$ cat config.mk
export PLATFORM = sky130hd
export DESIGN_NAME = mem_stage_lsu
export DESIGN_NICKNAME = d
export VERILOG_FILES = /design/src/rtl/lsu_pkg.sv /design/src/rtl/lsu_align.sv /design/src/rtl/mem_stage_lsu.sv
export SDC_FILE = /design/constraint.sdc
export NUM_CORES = 1
export LEC_CHECK = 0
export ABC_AREA = 1
export CORE_ASPECT_RATIO = 0.6
export CORE_MARGIN = 3
export CORE_UTILIZATION = 54
export DETAILED_ROUTE_END_ITERATION = 12
export GPL_ROUTABILITY_DRIVEN = 0
export PLACE_DENSITY = 0.87
export SYNTH_ARGS = -nofsm -noshare
export SYNTH_HDL_FRONTEND = slang
export SYNTH_SLANG_ARGS = --single-unit
$ cat constraint.sdc
create_clock -name clk_i -period 4.6 [get_ports clk_i]
set_input_delay 0.69 -clock clk_i [delete_from_list [all_inputs] [get_ports clk_i]]
set_output_delay 0.69 -clock clk_i [all_outputs]
set_load 0.01 [all_outputs]
$ cat src/rtl/lsu_pkg.sv
// Shared types and constants for the memory-access stage: width codes,
// FSM states and exception codes.
package lsu_pkg;

  localparam logic [2:0] F3_B  = 3'b000;
  localparam logic [2:0] F3_H  = 3'b001;
  localparam logic [2:0] F3_W  = 3'b010;
  localparam logic [2:0] F3_BU = 3'b100;
  localparam logic [2:0] F3_HU = 3'b101;

  localparam logic [1:0] EXC_NONE     = 2'b00;
  localparam logic [1:0] EXC_MISALIGN = 2'b01;
  localparam logic [1:0] EXC_ILLEGAL  = 2'b10;
  localparam logic [1:0] EXC_BUSTO    = 2'b11;

  typedef enum logic [1:0] {
    IDLE   = 2'b00,
    REQ    = 2'b01,
    WAIT_R = 2'b10
  } state_e;

endpackage

$ cat src/rtl/lsu_align.sv
// Byte-lane steering for stores, lane extraction/extension for loads, and
// width/alignment legality checks. Purely combinational.
module lsu_align
  import lsu_pkg::*;
(
  input  logic [2:0]  funct3_i,
  input  logic [1:0]  addr_i,
  input  logic        is_store_i,
  input  logic [31:0] store_data_i,
  input  logic [31:0] rdata_i,
  output logic [3:0]  wstrb_o,
  output logic [31:0] wdata_o,
  output logic [31:0] load_data_o,
  output logic        misaligned_o,
  output logic        illegal_o
);

  logic [31:0] shifted_s;

  // Lane steering, extension and legality checks.
  always_comb begin
    wstrb_o      = 4'b0000;
    wdata_o      = store_data_i;
    load_data_o  = 32'h0000_0000;
    misaligned_o = 1'b0;
    illegal_o    = 1'b0;
    shifted_s    = rdata_i >> {addr_i, 3'b000};

    if (is_store_i) begin
      illegal_o = !((funct3_i == F3_B) || (funct3_i == F3_H) || (funct3_i == F3_W));
    end else begin
      illegal_o = (funct3_i == 3'b011) || (funct3_i == 3'b110) || (funct3_i == 3'b111);
    end

    // The low two bits select the access size for both signed and unsigned codes.
    case (funct3_i[1:0])
      2'b00: begin
        wdata_o = {4{store_data_i[7:0]}};
        if (is_store_i) begin
          wstrb_o = 4'b0001 << addr_i;
        end else begin
          wstrb_o = 4'b0000;
        end
      end
      2'b01: begin
        misaligned_o = addr_i[0];
        wdata_o      = {2{store_data_i[15:0]}};
        if (is_store_i) begin
          wstrb_o = 4'b0011 << addr_i;
        end else begin
          wstrb_o = 4'b0000;
        end
      end
      2'b10: begin
        misaligned_o = (addr_i != 2'b00);
        wdata_o      = store_data_i;
        if (is_store_i) begin
          wstrb_o = 4'b1111;
        end else begin
          wstrb_o = 4'b0000;
        end
      end
      default: begin
        wstrb_o = 4'b0000;
      end
    endcase

    case (funct3_i)
      F3_B:    load_data_o = {{24{shifted_s[7]}}, shifted_s[7:0]};
      F3_BU:   load_data_o = {24'h00_0000, shifted_s[7:0]};
      F3_H:    load_data_o = {{16{shifted_s[15]}}, shifted_s[15:0]};
      F3_HU:   load_data_o = {16'h0000, shifted_s[15:0]};
      F3_W:    load_data_o = shifted_s;
      default: load_data_o = 32'h0000_0000;
    endcase
  end

endmodule

$ cat src/rtl/mem_stage_lsu.sv
// Memory-access stage: issues byte/half/word loads and stores on a
// req/gnt/rvalid bus and hands a registered result to writeback.
module mem_stage_lsu
  import lsu_pkg::*;
#(
  parameter int          TIMEOUT_CYCLES = 255,
  parameter logic [31:0] RESET_PC_TAG   = 32'h0000_0000
) (
  input  logic        clk_i,
  input  logic        rst_i,
  input  logic        ex_valid_i,
  output logic        ex_ready_o,
  input  logic [31:0] ex_y_i,
  input  logic [31:0] ex_store_data_i,
  input  logic [2:0]  ex_funct3_i,
  input  logic        ex_mem_read_i,
  input  logic        ex_mem_write_i,
  input  logic [4:0]  ex_rd_i,
  input  logic        ex_reg_write_i,
  output logic        mem_req_o,
  output logic        mem_we_o,
  output logic [31:0] mem_addr_o,
  output logic [31:0] mem_wdata_o,
  output logic [3:0]  mem_wstrb_o,
  input  logic        mem_gnt_i,
  input  logic        mem_rvalid_i,
  input  logic [31:0] mem_rdata_i,
  output logic        wb_valid_o,
  input  logic        wb_ready_i,
  output logic [31:0] wb_data_o,
  output logic [4:0]  wb_rd_o,
  output logic        wb_reg_write_o,
  output logic        wb_exc_o,
  output logic [1:0]  wb_exc_code_o
);

  localparam logic [15:0] TO_LAST = 16'(TIMEOUT_CYCLES - 1);

  state_e      state_q;
  logic [15:0] cnt_q;
  logic [15:0] cnt_d;
  logic        op_load_q;
  logic [2:0]  op_f3_q;
  logic [31:0] op_addr_q;
  logic [4:0]  op_rd_q;
  logic        op_rw_q;

  logic        wb_free_s;
  logic        accept_s;
  logic        mem_op_s;
  logic [2:0]  sel_f3_s;
  logic [1:0]  sel_a_s;
  logic [3:0]  al_wstrb_s;
  logic [31:0] al_wdata_s;
  logic [31:0] al_load_s;
  logic        al_mis_s;
  logic        al_ill_s;

  assign wb_free_s  = !wb_valid_o || wb_ready_i;
  assign ex_ready_o = (state_q == IDLE) && wb_free_s;
  assign accept_s   = ex_valid_i && ex_ready_o;
  assign mem_op_s   = ex_mem_read_i || ex_mem_write_i;
  assign cnt_d      = cnt_q + 16'd1;

  // The aligner sees the incoming op while idle and the latched op afterwards.
  assign sel_f3_s = (state_q == IDLE) ? ex_funct3_i : op_f3_q;
  assign sel_a_s  = (state_q == IDLE) ? ex_y_i[1:0] : op_addr_q[1:0];

  lsu_align u_align (
    .funct3_i     (sel_f3_s),
    .addr_i       (sel_a_s),
    .is_store_i   (ex_mem_write_i),
    .store_data_i (ex_store_data_i),
    .rdata_i      (mem_rdata_i),
    .wstrb_o      (al_wstrb_s),
    .wdata_o      (al_wdata_s),
    .load_data_o  (al_load_s),
    .misaligned_o (al_mis_s),
    .illegal_o    (al_ill_s)
  );

  // FSM, bus outputs, timeout counter and writeback output register.
  always_ff @(posedge clk_i) begin
    if (rst_i) begin
      state_q        <= IDLE;
      cnt_q          <= 16'd0;
      op_load_q      <= 1'b0;
      op_f3_q        <= 3'b000;
      op_addr_q      <= 32'h0000_0000;
      op_rd_q        <= 5'd0;
      op_rw_q        <= 1'b0;
      mem_req_o      <= 1'b0;
      mem_we_o       <= 1'b0;
      mem_addr_o     <= 32'h0000_0000;
      mem_wdata_o    <= 32'h0000_0000;
      mem_wstrb_o    <= 4'b0000;
      wb_valid_o     <= 1'b0;
      wb_data_o      <= RESET_PC_TAG;
      wb_rd_o        <= 5'd0;
      wb_reg_write_o <= 1'b0;
      wb_exc_o       <= 1'b0;
      wb_exc_code_o  <= EXC_NONE;
    end else begin
      if (wb_valid_o && wb_ready_i) begin
        wb_valid_o <= 1'b0;
      end
      case (state_q)
        IDLE: begin
          if (accept_s) begin
            if (!mem_op_s) begin
              wb_valid_o     <= 1'b1;
              wb_data_o      <= ex_y_i;
              wb_rd_o        <= ex_rd_i;
              wb_reg_write_o <= ex_reg_write_i;
              wb_exc_o       <= 1'b0;
              wb_exc_code_o  <= EXC_NONE;
            end else if ((ex_mem_read_i && ex_mem_write_i) || al_ill_s || al_mis_s) begin
              wb_valid_o     <= 1'b1;
              wb_data_o      <= ex_y_i;
              wb_rd_o        <= ex_rd_i;
              wb_reg_write_o <= 1'b0;
              wb_exc_o       <= 1'b1;
              if ((ex_mem_read_i && ex_mem_write_i) || al_ill_s) begin
                wb_exc_code_o <= EXC_ILLEGAL;
              end else begin
                wb_exc_code_o <= EXC_MISALIGN;
              end
            end else begin
              state_q     <= REQ;
              cnt_q       <= 16'd0;
              op_load_q   <= ex_mem_read_i;
              op_f3_q     <= ex_funct3_i;
              op_addr_q   <= ex_y_i;
              op_rd_q     <= ex_rd_i;
              op_rw_q     <= ex_reg_write_i;
              mem_req_o   <= 1'b1;
              mem_we_o    <= ex_mem_write_i;
              mem_addr_o  <= {ex_y_i[31:2], 2'b00};
              mem_wdata_o <= al_wdata_s;
              mem_wstrb_o <= al_wstrb_s;
            end
          end
        end
        REQ: begin
          if (mem_gnt_i && (op_load_q || wb_free_s)) begin
            mem_req_o <= 1'b0;
            if (op_load_q) begin
              state_q <= WAIT_R;
              cnt_q   <= 16'd0;
            end else begin
              state_q        <= IDLE;
              wb_valid_o     <= 1'b1;
              wb_data_o      <= op_addr_q;
              wb_rd_o        <= op_rd_q;
              wb_reg_write_o <= 1'b0;
              wb_exc_o       <= 1'b0;
              wb_exc_code_o  <= EXC_NONE;
            end
          end else if ((cnt_q >= TO_LAST) && wb_free_s) begin
            state_q        <= IDLE;
            mem_req_o      <= 1'b0;
            wb_valid_o     <= 1'b1;
            wb_data_o      <= op_addr_q;
            wb_rd_o        <= op_rd_q;
            wb_reg_write_o <= 1'b0;
            wb_exc_o       <= 1'b1;
            wb_exc_code_o  <= EXC_BUSTO;
          end else if (cnt_q < TO_LAST) begin
            cnt_q <= cnt_d;
          end
        end
        WAIT_R: begin
          if (mem_rvalid_i && wb_free_s) begin
            state_q        <= IDLE;
            wb_valid_o     <= 1'b1;
            wb_data_o      <= al_load_s;
            wb_rd_o        <= op_rd_q;
            wb_reg_write_o <= op_rw_q;
            wb_exc_o       <= 1'b0;
            wb_exc_code_o  <= EXC_NONE;
          end else if ((cnt_q >= TO_LAST) && wb_free_s) begin
            state_q        <= IDLE;
            wb_valid_o     <= 1'b1;
            wb_data_o      <= op_addr_q;
            wb_rd_o        <= op_rd_q;
            wb_reg_write_o <= 1'b0;
            wb_exc_o       <= 1'b1;
            wb_exc_code_o  <= EXC_BUSTO;
          end else if (cnt_q < TO_LAST) begin
            cnt_q <= cnt_d;
          end
        end
        default: begin
          state_q   <= IDLE;
          mem_req_o <= 1'b0;
        end
      endcase
    end
  end

endmodule
Yosys cells after proc, flatten, opt, wreduce, memory -nomap -nowiden

Cells that the tools add are included.

Logic and storage cells: 155
Flip-flop bits (word level): 170
Output and inout bits: 113
Input bits: 113

Add/sub/neg operators: 1
Shifts and indexed selects: 3
Magnitude comparators: 2
Reductions and logical operators: 28
Equal/unequal tests: 19
Bitwise gates (word level): 2
Mux-type cells: 82

Operators by type and width:

| cell                                                                    | count |
|---|---|
| 32-bit 2-to-1 mux                                                       | 7 |
| 32-bit case mux with 5 select lines                                     | 1 |
| 16-bit 2-to-1 mux                                                       | 8 |
| 32-bit case mux with 3 select lines                                     | 1 |
| 32-bit case mux with 2 select lines                                     | 1 |
| 16-bit case mux with 3 select lines                                     | 1 |
| 5-bit 2-to-1 mux                                                        | 7 |
| 2-bit 2-to-1 mux                                                        | 16 |
| 32-bit by 5-bit >> shifter with 32-bit output                           | 1 |
| 1-bit 2-to-1 mux                                                        | 27 |
| 16-bit by 1-bit adder with 16-bit output (second input constant)        | 1 |
| 16-bit by 8-bit >= comparator with 1-bit output (second input constant) | 1 |
| 16-bit by 8-bit < comparator with 1-bit output (second input constant)  | 1 |
| 5-bit case mux with 3 select lines                                      | 1 |
| 3-bit == test (second input constant)                                   | 4 |
| 4-bit 2-to-1 mux                                                        | 3 |
| 1-bit case mux with 3 select lines                                      | 4 |
| 2-bit case mux with 3 select lines                                      | 2 |
| 4-bit case mux with 3 select lines                                      | 1 |
| 1-bit logical OR                                                        | 9 |
| 3-bit inequality test (second input constant)                           | 3 |
| 2-bit inequality test (second input constant)                           | 4 |
| 4-bit AND reduction                                                     | 2 |
| 1-bit logical AND                                                       | 7 |
| 18 further kinds                                                        | 24 |

Longest topological paths before layout

Gate-level depths: netlist of run 1.

Word-level depth: 13
Mapped depth: 21
Mapped depth without buffers: 19

By module

From an unflattened synthesis of run 1, not the netlist that was laid out.

Cell total of the unflattened synthesis: 1,391
Area, all modules: 8,503.2 µm²

By module, submodules not included:

| module        | cells an instance | instances | area each (µm²) | seq. area each (µm²) |
|---|---|---|---|---|
| mem_stage_lsu | 1,094             | 1         | 7,035.5         | 2,802.7 |
| lsu_align     | 297               | 1         | 1,467.7         | 0.0 |

Worst setup path before layout of run 1

Ideal clock, no wire load.

Path kind: reg2reg
From: register state_q[0]
To: register cnt_q[2]
Cell stages (with the launch flop): 20
Required time: 4.487 ns
Path slack: 1.539 ns
Library setup time: 0.113 ns
Arrival: 2.948 ns
Cells stage by stage: dfxtp_1 -> inv_1 -> ha_1 -> buf_2 -> or2_2 -> nand2_1 -> clkbuf_1 -> ha_1 -> buf_2 -> nor2_1 -> nand2_1 -> nand3_1 -> nand2_1 -> nand4_1 -> buf_4 -> a21oi_2 -> nand2_1 -> nand2_1 -> buf_4 -> nor2_1

Cells in the longest elaborated chain, start to end: 11
Elaborated cells between the ends (all ways): 33
Classes of those cells: 14 x eq/ne; 5 x mux; 14 x reduce/logical

RTL lines:

| element                                                                       | RTL line             | source |
|---|---|---|
| from (decl)                                                                   | mem_stage_lsu.sv:39  | `state_e state_q;` |
| from (signal assigned)                                                        | mem_stage_lsu.sv:85  | `state_q <= IDLE;` |
| from (signal assigned)                                                        | mem_stage_lsu.sv:129 | `state_q <= REQ;` |
| from (signal assigned)                                                        | mem_stage_lsu.sv:148 | `state_q <= WAIT_R;` |
| 2-bit logical NOT                                                             | n/a                  |  |
| 3-bit 2-to-1 mux                                                              | mem_stage_lsu.sv:66  | `assign sel_f3_s = (state_q == IDLE) ? ex_funct3_i : op_f3_q;` |
| 3-bit by 1-bit == test with 1-bit output or 3-bit logical NOT (tied branches) | lsu_align.sv:30      | `illegal_o = !((funct3_i == F3_B) \|\| (funct3_i == F3_H) \|\| (funct3_i == F3_W));` |
| 1-bit logical OR (2 in a row)                                                 | lsu_align.sv:30      |  |
| 1-bit logical NOT                                                             | lsu_align.sv:30      |  |
| 1-bit 2-to-1 mux                                                              | lsu_align.sv:29      | `if (is_store_i) begin` |
| 1-bit logical OR (2 in a row)                                                 | mem_stage_lsu.sv:117 | `end else if ((ex_mem_read_i && ex_mem_write_i) \|\| al_ill_s \|\| al_mis_s) begin` |
| 2-bit inequality test (no source line)                                        | n/a                  |  |
| 6-bit AND reduction (no source line)                                          | n/a                  |  |
| to (signal assigned)                                                          | mem_stage_lsu.sv:169 | `cnt_q <= cnt_d;` |
| to (signal assigned)                                                          | mem_stage_lsu.sv:190 | `cnt_q <= cnt_d;` |
| to (decl)                                                                     | mem_stage_lsu.sv:40  | `logic [15:0] cnt_q;` |

Several ways; a longest one is shown, not always the timed one.
A chain may end at the register's enable or synchronous reset.

Worst setup path after layout of run 1

From: register state_q[1]
To: register state_q[0]

Cells in the longest elaborated chain, start to end: 11
Elaborated cells between the ends (all ways): 30
Classes of those cells: 12 x eq/ne; 5 x mux; 13 x reduce/logical

RTL lines:

| element                                                                       | RTL line |
|---|---|
| 2-bit logical NOT                                                             | n/a |
| 3-bit 2-to-1 mux                                                              | mem_stage_lsu.sv:66 |
| 3-bit by 1-bit == test with 1-bit output or 3-bit logical NOT (tied branches) | lsu_align.sv:30 |
| 1-bit logical OR (2 in a row)                                                 | lsu_align.sv:30 |
| 1-bit logical NOT                                                             | lsu_align.sv:30 |
| 1-bit 2-to-1 mux                                                              | lsu_align.sv:29 |
| 1-bit logical OR (2 in a row)                                                 | mem_stage_lsu.sv:117 |
| 2-bit inequality test (no source line)                                        | n/a |
| 3-bit AND reduction (no source line)                                          | n/a |

Several ways; a longest one is shown, not always the timed one.

==> impl_metrics.yaml, run 1 <==
cts:
  cts-resized-gates: 0
  insertion_delay_ns: 0.44
  h-tree-depth: 4
  cts_buffers: 17
  clock-sinks: 140
  clock_path_buffers: 2
  path_clk_slew_ns: 0.06
  cts-root-buf: "clkbuf_16"
  cts_tree: "yes"
  postCtsHoldBufs: 0
  post_cts.repair.setup_buffers: 0
grt:
  antenna_found_initial: 0
  grt_max_degree: 86
  grt-ovfl-total: 0
  gr-usage-all-layers: 0.345
  grt_pass1_vias: 9388
  grt_pass1_wl_um: 49300
finish:
  final_common_cell: "nand2_1"
  syn2layout_area_growth_pct: 30.5
  drive_gt1_frac: 0.0509
  fin_util: 0.727
  final_nets: 1648
  stdcell_area_mm2: 0.0113
  n_antenna_cell: 0
  layout_common_cells: "331 x nand2_1, 222 x clkdlybuf4s50_1, 167 x nor2_1"
power:
  power_density_mw_per_mm2: 612
  power_w: 0.00690
  peakVddDrop_mv: 0.385
  power_leakage_nw: 4.59
synthesis:
  synthDistinctLibCells: 37
  synthesis.instances: 1377
  ys_async_sr_fraction: 0
  synth_seq_area_share: 0.324
  avgSynthCellArea_um2: 6.28
  ys_warn_count: 0
  mappedNetlistArea_mm2: 0.00864
  synth_edf_count: 0
  synth_seq_cells: 140
  synth_top_flop_cell: "dfxtp_1"
sta:
  finalSetupViolCount: 0
  fmax_ghz: 0.238
  finalSetupTns_ns: 0
  fin_skew_ns: 0.0117
  drv_slew: 0
  hold_violations: 0
  rsz0062_at_grt: "no"
  worst_pin_slew_ns: 1.09
  layout_min_cycle_time_ns: 4.20
  slew_headroom: 0.272
  fin_crit_sh: 0.912
critical_path:
  cp.arrival_ns: 4.54
  critPathMaxFanout: 85
  endpoint_kind: "register"
  start_kind: "register"
  worst-setup-path-type: "reg -> reg"
  cp.required_ns: 4.94
detailed_routing:
  drcViolationCount: 0
  wirelength_um: 31400
  postRouteAntennaNets: 0
  vias: 10300
  drtPass1Iterations: 8
  wire_per_inst_um: 18.1
  drtIter0Drc: 1614
  vias_per_cell: 5.92
floorplanning:
  dieWidth_um: 169
  rows: 35
  io_pins: 226
  die_area_mm2: 0.0176
  die_h_um: 104
  initial_core_util: 0.557
  coreArea_mm2: 0.0155
status:
  outcome: "completed"
place:
  place.port_buffers: 223
  place_hpwl_um: 22000
  placedInstanceArea_mm2: 0.0106
run:
  max_cap_violations: 0
hold_path:
  worstHoldPathType: "reg -> reg"
-- critical path, stage by stage, from the launching register on --
cell	delay, ns
dfxtp_1	0.35
inv_1	0.12
ha_2	0.43
inv_2	0.06
or2_2	0.27
nand2_1	0.42
ha_1	0.54
nor2_1	0.20
nand2_1	0.13
nand3_1	0.08
nand2_1	0.14
nand4_1	0.21
buf_4	0.37
inv_2	0.13
buf_12	0.30
nor2_1	0.10
a211oi_1	0.22
-- registers in the layout, summed over array words and instances, names as in the netlist, 2 cells and up --
signal	cells
mem_wdata_o	32
op_addr_q	32
wb_data_o	32
cnt_q	16
op_rd_q	5
wb_rd_o	5
mem_wstrb_o	4
op_f3_q	3
state_q	2
wb_exc_code_o	2
-- routing by layer --
layer | track usage | routed length [um] | vias up
met4 | 0.112 | 900 | 0
met1 | 0.516 | 13500 | 4637
met2 | 0.476 | 12400 | 766
met3 | 0.0919 | 4680 | 97
li1 | - | - | 4770
met5 | 0 | 0 | -
-- stage by stage --
step           setup slack (ns)  cells  hold slack, ns
6_report                  0.405   1736           0.436
5_1_grt                   0.165   1736           0.453
4_1_cts                   0.530   1736           0.438
3_5_place_dp              0.304   1704           0.419
3_3_place_gp              0.511   1704           0.416
2_1_floorplan              1.54   1378           0.408
-- cells in the mapped netlist, types with 6 or more instances --
cell	n	share of area
inv_2	6	0.0026
nand2_2	7	0.0051
dfxtp_1	140	0.32
buf_4	38	0.033
o21ai_0	123	0.071
a31oi_1	21	0.015
nor2_1	167	0.073
buf_2	31	0.018
nand3_1	127	0.074
o211ai_1	32	0.028
inv_1	122	0.053
nand3b_1	16	0.014
clkbuf_1	44	0.019
a21oi_1	88	0.051
nand4_1	27	0.020
a211oi_1	6	0.0052
ha_1	15	0.022
nand2_1	331	0.14
-- path summary, 6_finish.rpt --
kind,from,cells after the start,end,slack (ns)
setup / recovery,state_q[1]$_SDFFE_PP0P_,16,state_q[0]$_SDFFE_PP0P_,0.40
hold / removal,cnt_q[13]$_SDFFE_PP0P_,2,cnt_q[13]$_SDFFE_PP0P_,0.44
hold reg to reg,cnt_q[13]$_SDFFE_PP0P_,2,cnt_q[13]$_SDFFE_PP0P_,0.44
setup reg to reg,state_q[1]$_SDFFE_PP0P_,16,state_q[0]$_SDFFE_PP0P_,0.40
-- logic make-up after synthesis --
| kind of cell | after synthesis | share of synthesized area |
|---|---|---|
| simple gates | 688 | 0.338 |
| flops | 140 | 0.324 |
| xor+xnor | 2 | 0.00203 |
| other cells | 1 | 0.000434 |
| buf+inv | 248 | 0.130 |
| fa+ha+maj | 15 | 0.0217 |
| compound gates | 283 | 0.183 |
-- area by class of cell --
class / count / area, um2
Clock inverter: 14 / 206
Clock buffer: 18 / 429
Inverter: 130 / 488
Tap cell: 203 / 254
Sequential cell: 140 / 2800
Fill cell: 1218 / 4230
Timing Repair Buffer: 241 / 2370
Multi-Input combinational cell: 990 / 4720
-- report_power, final --
part	internal [W]	switching, W
Combinational	0.00137	0.00215
Sequential	0.00157	0.000283
Clock	0.000920	0.000603
Total	0.00387	0.00304
Power figures use the tool's default switching activity.
==> run 2: changes to the inputs <==
Settings changed: CORE_UTILIZATION 54 to 45, GPL_TIMING_DRIVEN set to 0, PLACE_DENSITY 0.87 to 0.78, SETUP_SLACK_MARGIN set to 0.15.
Clock period 4.6 ns to 3.75 ns, I/O delays scaled along.
==> impl_metrics.yaml, run 2 (synthesis gave the netlist of run 1 again) <==
place:
  place_inst: 1840
  place_ws_ns: -0.253
  place_hpwl_um: 27100
  place.port_buffers: 222
finish:
  finalNonFillerCells: 1873
  seqCellArea_mm2: 0.00280
  syn2layout_area_growth_pct: 36.7
  final_common_cell: "nand2_1"
  drive_gt1_frac: 0.0863
  final_nets: 1748
  multiInputGateArea_mm2: 0.00475
  top_regs: "mem_wdata_o x32, op_addr_q x32, wb_data_o x32"
  n_antenna_cell: 0
  fillers: 1695
  layout_common_cells: "328 x nand2_1, 222 x clkdlybuf4s50_1, 166 x nor2_1"
critical_path:
  worst-setup-path-type: "reg -> reg"
  reg2reg_from: "state_q[0]$_SDFFE_PP0P_"
  cp_common_cell: "inv_1"
  r2r_slack_ns: 0.28
  critPathMaxFanout: 12
  cp.arrival_ns: 3.76
  start_kind: "register"
  crit_slowest_cell: "clkbuf_1"
  cp.required_ns: 4.04
  cp_slowest_stage_delay_ns: 0.46
  endpoint_kind: "register"
  crit_buf_inv: 7
  worstPathCellList: "inv_1 > ha_2 > buf_4 > or2_2 > nand2_1 > inv_1 > clkbuf_4 > ha_4 > inv_1 > nand2_1 > nand3_1 > nand2_2 > nand4_1 > buf_4 > clkbuf_1 > a21oi_1"
  crit_family: "buffers and inverters"
  critPathLaunch: "state_q[0]$_SDFFE_PP0P_"
floorplanning:
  coreArea_mm2: 0.0184
  io_pins: 226
  dieWidth_um: 185
  initial_core_util: 0.468
  rows: 38
  die_area_mm2: 0.0210
  die_h_um: 113
cts:
  insertion_delay_ns: 0.43
  h-tree-depth: 4
  cts_buffers: 17
  clock_path_buffers: 2
  cts_tree: "yes"
  path_clk_slew_ns: 0.07
  clock-sinks: 140
  cts-root-buf: "clkbuf_16"
grt:
  gr-usage-all-layers: 0.328
  grt_pass1_vias: 9697
  grt-ovfl-total: 0
  grt_pass1_wl_um: 53800
  grt_max_degree: 17
  antenna_found_initial: 1
detailed_routing:
  wirelength_um: 36000
  drtPass1Iterations: 7
  postRouteAntennaNets: 0
  vias: 10800
  wire_per_inst_um: 19.2
  drcViolationCount: 0
  vias_per_cell: 5.77
  drtIter0Drc: 1618
power:
  power_density_mw_per_mm2: 746
  peakVddDrop_mv: 0.444
  power_leakage_nw: 4.89
sta:
  hold_violations: 0
  layout_min_cycle_time_ns: 3.47
  fin_crit_sh: 0.924
  hold_ws_ns: 0.430
  rsz0062_at_grt: "yes"
  slew_headroom: 0.497
  setup_ws_ns: 0.284
  fmax_ghz: 0.289
  finalSetupViolCount: 0
  drv_slew: 0
  worst_pin_slew_ns: 0.754
  fin_skew_ns: 0.0116
hold_path:
  min_from: "cnt_q[14]$_SDFFE_PP0P_"
  worstHoldPathType: "reg -> reg"
status:
  outcome: "completed"
run:
  max_cap_violations: 0
[run 2: cell types whose count changed in the layout (fill, tap and decap cells not counted), sizes merged]
cell / change
clkinvlp: +1
clkinv: +1
clkbuf: +45
inv: +1
bufinv: -4
buf: +56
[run 2: worst reg2reg max path, cell delays in order (launching register included)]
cell and delay [ns]:
dfxtp_1 0.40, inv_1 0.09, ha_2 0.24, buf_4 0.21, or2_2 0.30, nand2_1 0.12, inv_1 0.13, clkbuf_4 0.25
ha_4 0.22, inv_1 0.07, nand2_1 0.10, nand3_1 0.14, nand2_2 0.11, nand4_1 0.13, buf_4 0.21, clkbuf_1 0.46
a21oi_1 0.15
[run 2: final cells by class]
class,instances,area share
multi-input combinational,990,0.402
timing repair buffer,223,0.189
buffer,118,0.0576
sequential,140,0.237
clock inverter,13,0.00879
inverter,130,0.0415
clock buffer,19,0.0384
tap,240,0.0254
[run 2: path summary, 6_finish.rpt]
path                                endpoint  cells after the start
setup / recovery  op_addr_q[13]$_SDFFE_PP0P_                     16
hold / removal        cnt_q[14]$_SDFFE_PP0P_                      2
setup reg to reg  op_addr_q[13]$_SDFFE_PP0P_                     16
hold reg to reg       cnt_q[14]$_SDFFE_PP0P_                      2
[run 2: metal layers]
metal | vias up | global-route usage | share of wire
met5 | - | 0 | 0.00036
met4 | 2 | 0.0739 | 0.018
met3 | 74 | 0.131 | 0.17
met2 | 818 | 0.438 | 0.38
met1 | 4933 | 0.488 | 0.43
li1 | 4985 | - | -
[run 2: per-stage QoR]
stage	power [W]	setup TNS [ns]	area [um2]	utilization
3_5_place_dp	0.00684	-19.46	11200	0.605
4_1_cts	0.00856	0	11800	0.638
3_3_place_gp	0.00676	-10.48	11200	0.605
5_1_grt	0.00926	0	11800	0.640
6_report	0.00881	0	11800	0.640
2_1_floorplan	0.00491	0	8640	-
[run 2: power by group]
part	switching [W]	total, W	internal, W
clock network	0.000770	0.00167	0.000896
registers	0.000346	0.00228	0.00193
logic	0.00294	0.00487	0.00193
total	0.00405	0.00881	0.00476
[run 2: repair_timing]
item | 4_1_cts | 5_1_grt
setup endpoints to repair | 140 | 140
gates resized for setup | 20 | 13
pin swaps | 0 | 0
hold buffers | 0 | 0
buffers inserted | 0 | 1
==> run 3: changes to the inputs <==
Settings changed: CORE_UTILIZATION 45 to 50, PLACE_DENSITY 0.78 to 0.82, RECOVER_POWER set to 100.
Clock period 3.75 ns to 3.8 ns, I/O delays scaled along.
==> impl_metrics.yaml, run 3 (synthesis gave the netlist of run 1 again) <==
cts:
  cts_buffers: 17
  insertion_delay_ns: 0.45
  cts_tree: "yes"
  h-tree-depth: 4
  cts-root-buf: "clkbuf_16"
  path_clk_slew_ns: 0.07
  clock-sinks: 140
  clock_path_buffers: 2
sta:
  hold_violations: 0
  finalSetupViolCount: 0
  layout_min_cycle_time_ns: 3.60
  fmax_ghz: 0.278
  drv_slew: 0
  worst_pin_slew_ns: 0.755
  fin_crit_sh: 0.946
  rsz0062_at_grt: "no"
  fin_skew_ns: 0.0155
  slew_headroom: 0.497
detailed_routing:
  wire_per_inst_um: 18.7
  wirelength_um: 34800
  vias: 10900
  drtIter0Drc: 1832
  drcViolationCount: 0
  drtPass1Iterations: 7
  vias_per_cell: 5.85
  postRouteAntennaNets: 0
critical_path:
  cp_common_cell: "nand2_1"
  cp.arrival_ns: 3.97
  crit_slowest_cell: "dfxtp_1"
  worstPathCellList: "inv_1 > ha_2 > clkbuf_4 > or2_2 > nand2_1 > buf_6 > ha_1 > clkbuf_4 > nor2_2 > nand2_1 > nand3_1 > nand2_1 > nand4_1 > buf_4 > nand2_1 > nand2_1 > nor2_1 > nor2_1 > nor2_1"
  start_kind: "register"
  setup.worst_path.end: "cnt_q[1]$_SDFFE_PP0P_"
  endpoint_kind: "register"
  critPathMaxFanout: 11
  r2r_end: "cnt_q[1]$_SDFFE_PP0P_"
  r2r_slack_ns: 0.20
  critPathLaunch: "state_q[0]$_SDFFE_PP0P_"
  worst-setup-path-type: "reg -> reg"
  reg2reg_from: "state_q[0]$_SDFFE_PP0P_"
  cp.required_ns: 4.17
  cp_slowest_stage_delay_ns: 0.40
  reg2reg_depth: 19
floorplanning:
  io_pins: 226
  rows: 36
  coreArea_mm2: 0.0166
  die_area_mm2: 0.0189
  die_h_um: 108
  initial_core_util: 0.521
  dieWidth_um: 176
finish:
  stdcell_area_mm2: 0.0118
  layout_common_cells: "330 x nand2_1, 166 x nor2_1, 140 x dfxtp_1"
  top_regs: "mem_wdata_o x32, op_addr_q x32, wb_data_o x32"
  multiInputGateArea_mm2: 0.00473
  n_antenna_cell: 0
  syn2layout_area_growth_pct: 36.3
  drive_gt1_frac: 0.0863
  final_common_cell: "nand2_1"
  final_nets: 1749
  finalNonFillerCells: 1862
  seqCellArea_mm2: 0.00280
  fillers: 1417
  fin_util: 0.711
run:
  max_cap_violations: 0
power:
  p_int_w: 0.00450
  p_comb_frac: 0.540
  clockPowerShare: 0.198
  switchingPower_w: 0.00396
  seq_power_share: 0.262
  power_density_mw_per_mm2: 718
  power_w: 0.00845
  peakVddDrop_mv: 0.425
  swShare: 0.468
  power_leakage_nw: 5.22
grt:
  gr-usage-all-layers: 0.360
  grt_max_degree: 17
  antenna_found_initial: 0
  grt_pass1_wl_um: 53600
  grt-ovfl-total: 0
  grt_pass1_vias: 9759
status:
  outcome: "completed"
place:
  placedInstanceArea_mm2: 0.0112
  place_hpwl_um: 26400
  place_inst: 1828
  place.port_buffers: 222
hold_path:
  worstHoldPathType: "reg -> reg"
==> run 3: cell type report <==
type	count	share of cell area
clock inverter	15	0.0125
sequential	140	0.238
timing repair buffer	224	0.190
multi-input combinational	990	0.402
clock buffer	17	0.0361
inverter	130	0.0416
tap	228	0.0242
buffer	118	0.0559
==> run 3: worst min path at each step <==
stage | from | cells after the start | end
final | cnt_q[13]$_SDFFE_PP0P_ | 2 | cnt_q[13]$_SDFFE_PP0P_
after detailed placement | cnt_q[13]$_SDFFE_PP0P_ | 2 | cnt_q[13]$_SDFFE_PP0P_
after CTS | cnt_q[13]$_SDFFE_PP0P_ | 2 | cnt_q[13]$_SDFFE_PP0P_
after floorplan | cnt_q[11]$_SDFFE_PP0P_ | 2 | cnt_q[11]$_SDFFE_PP0P_
after global routing | cnt_q[13]$_SDFFE_PP0P_ | 2 | cnt_q[13]$_SDFFE_PP0P_
after global placement | cnt_q[11]$_SDFFE_PP0P_ | 2 | cnt_q[11]$_SDFFE_PP0P_
==> run 3: power by group through the flow <==
stage | Clock (W) | Sequential (W) | Combinational [W]
after floorplan | 0 | 0.00231 | 0.00254
after global placement | 0 | 0.00224 | 0.00438
after detailed placement | 0 | 0.00224 | 0.00446
after CTS | 0.00166 | 0.00222 | 0.00453
after global routing | 0.00172 | 0.00227 | 0.00493
final | 0.00168 | 0.00222 | 0.00456
==> run 3: worst max-delay path: cells and delay by family, from the launching register on <==
family | cells | cell delay (ns)
and+or+nand+nor | 12 | 1.83
buffers and inverters | 5 | 0.91
DFF | 1 | 0.40
adders and majority gates | 2 | 0.39
==> run 3: what timing repair did <==
action | in CTS | in global routing
hold buffers | 0 | 0
buffers inserted | 0 | 2
gates resized for setup | 10 | 20
endpoints found under the setup margin | 140 | 140
==> run 3: metal layers <==
layer	share of wire	global-route usage	vias to the layer above
met1	0.42	0.516	4944
met2	0.39	0.508	853
met4	0.029	0.107	0
met3	0.15	0.119	116
li1	-	-	4986
met5	0	0	-
==> run 3: metrics by stage <==
step                      setup WS [ns]  hold slack, ns  TNS, ns
after floorplan                   0.739           0.408        0
after global placement           -0.115           0.416    -2.74
after detailed placement         -0.200           0.419    -9.17
after CTS                         0.150           0.429        0
after global routing             0.0762           0.443        0
final                             0.204           0.429        0
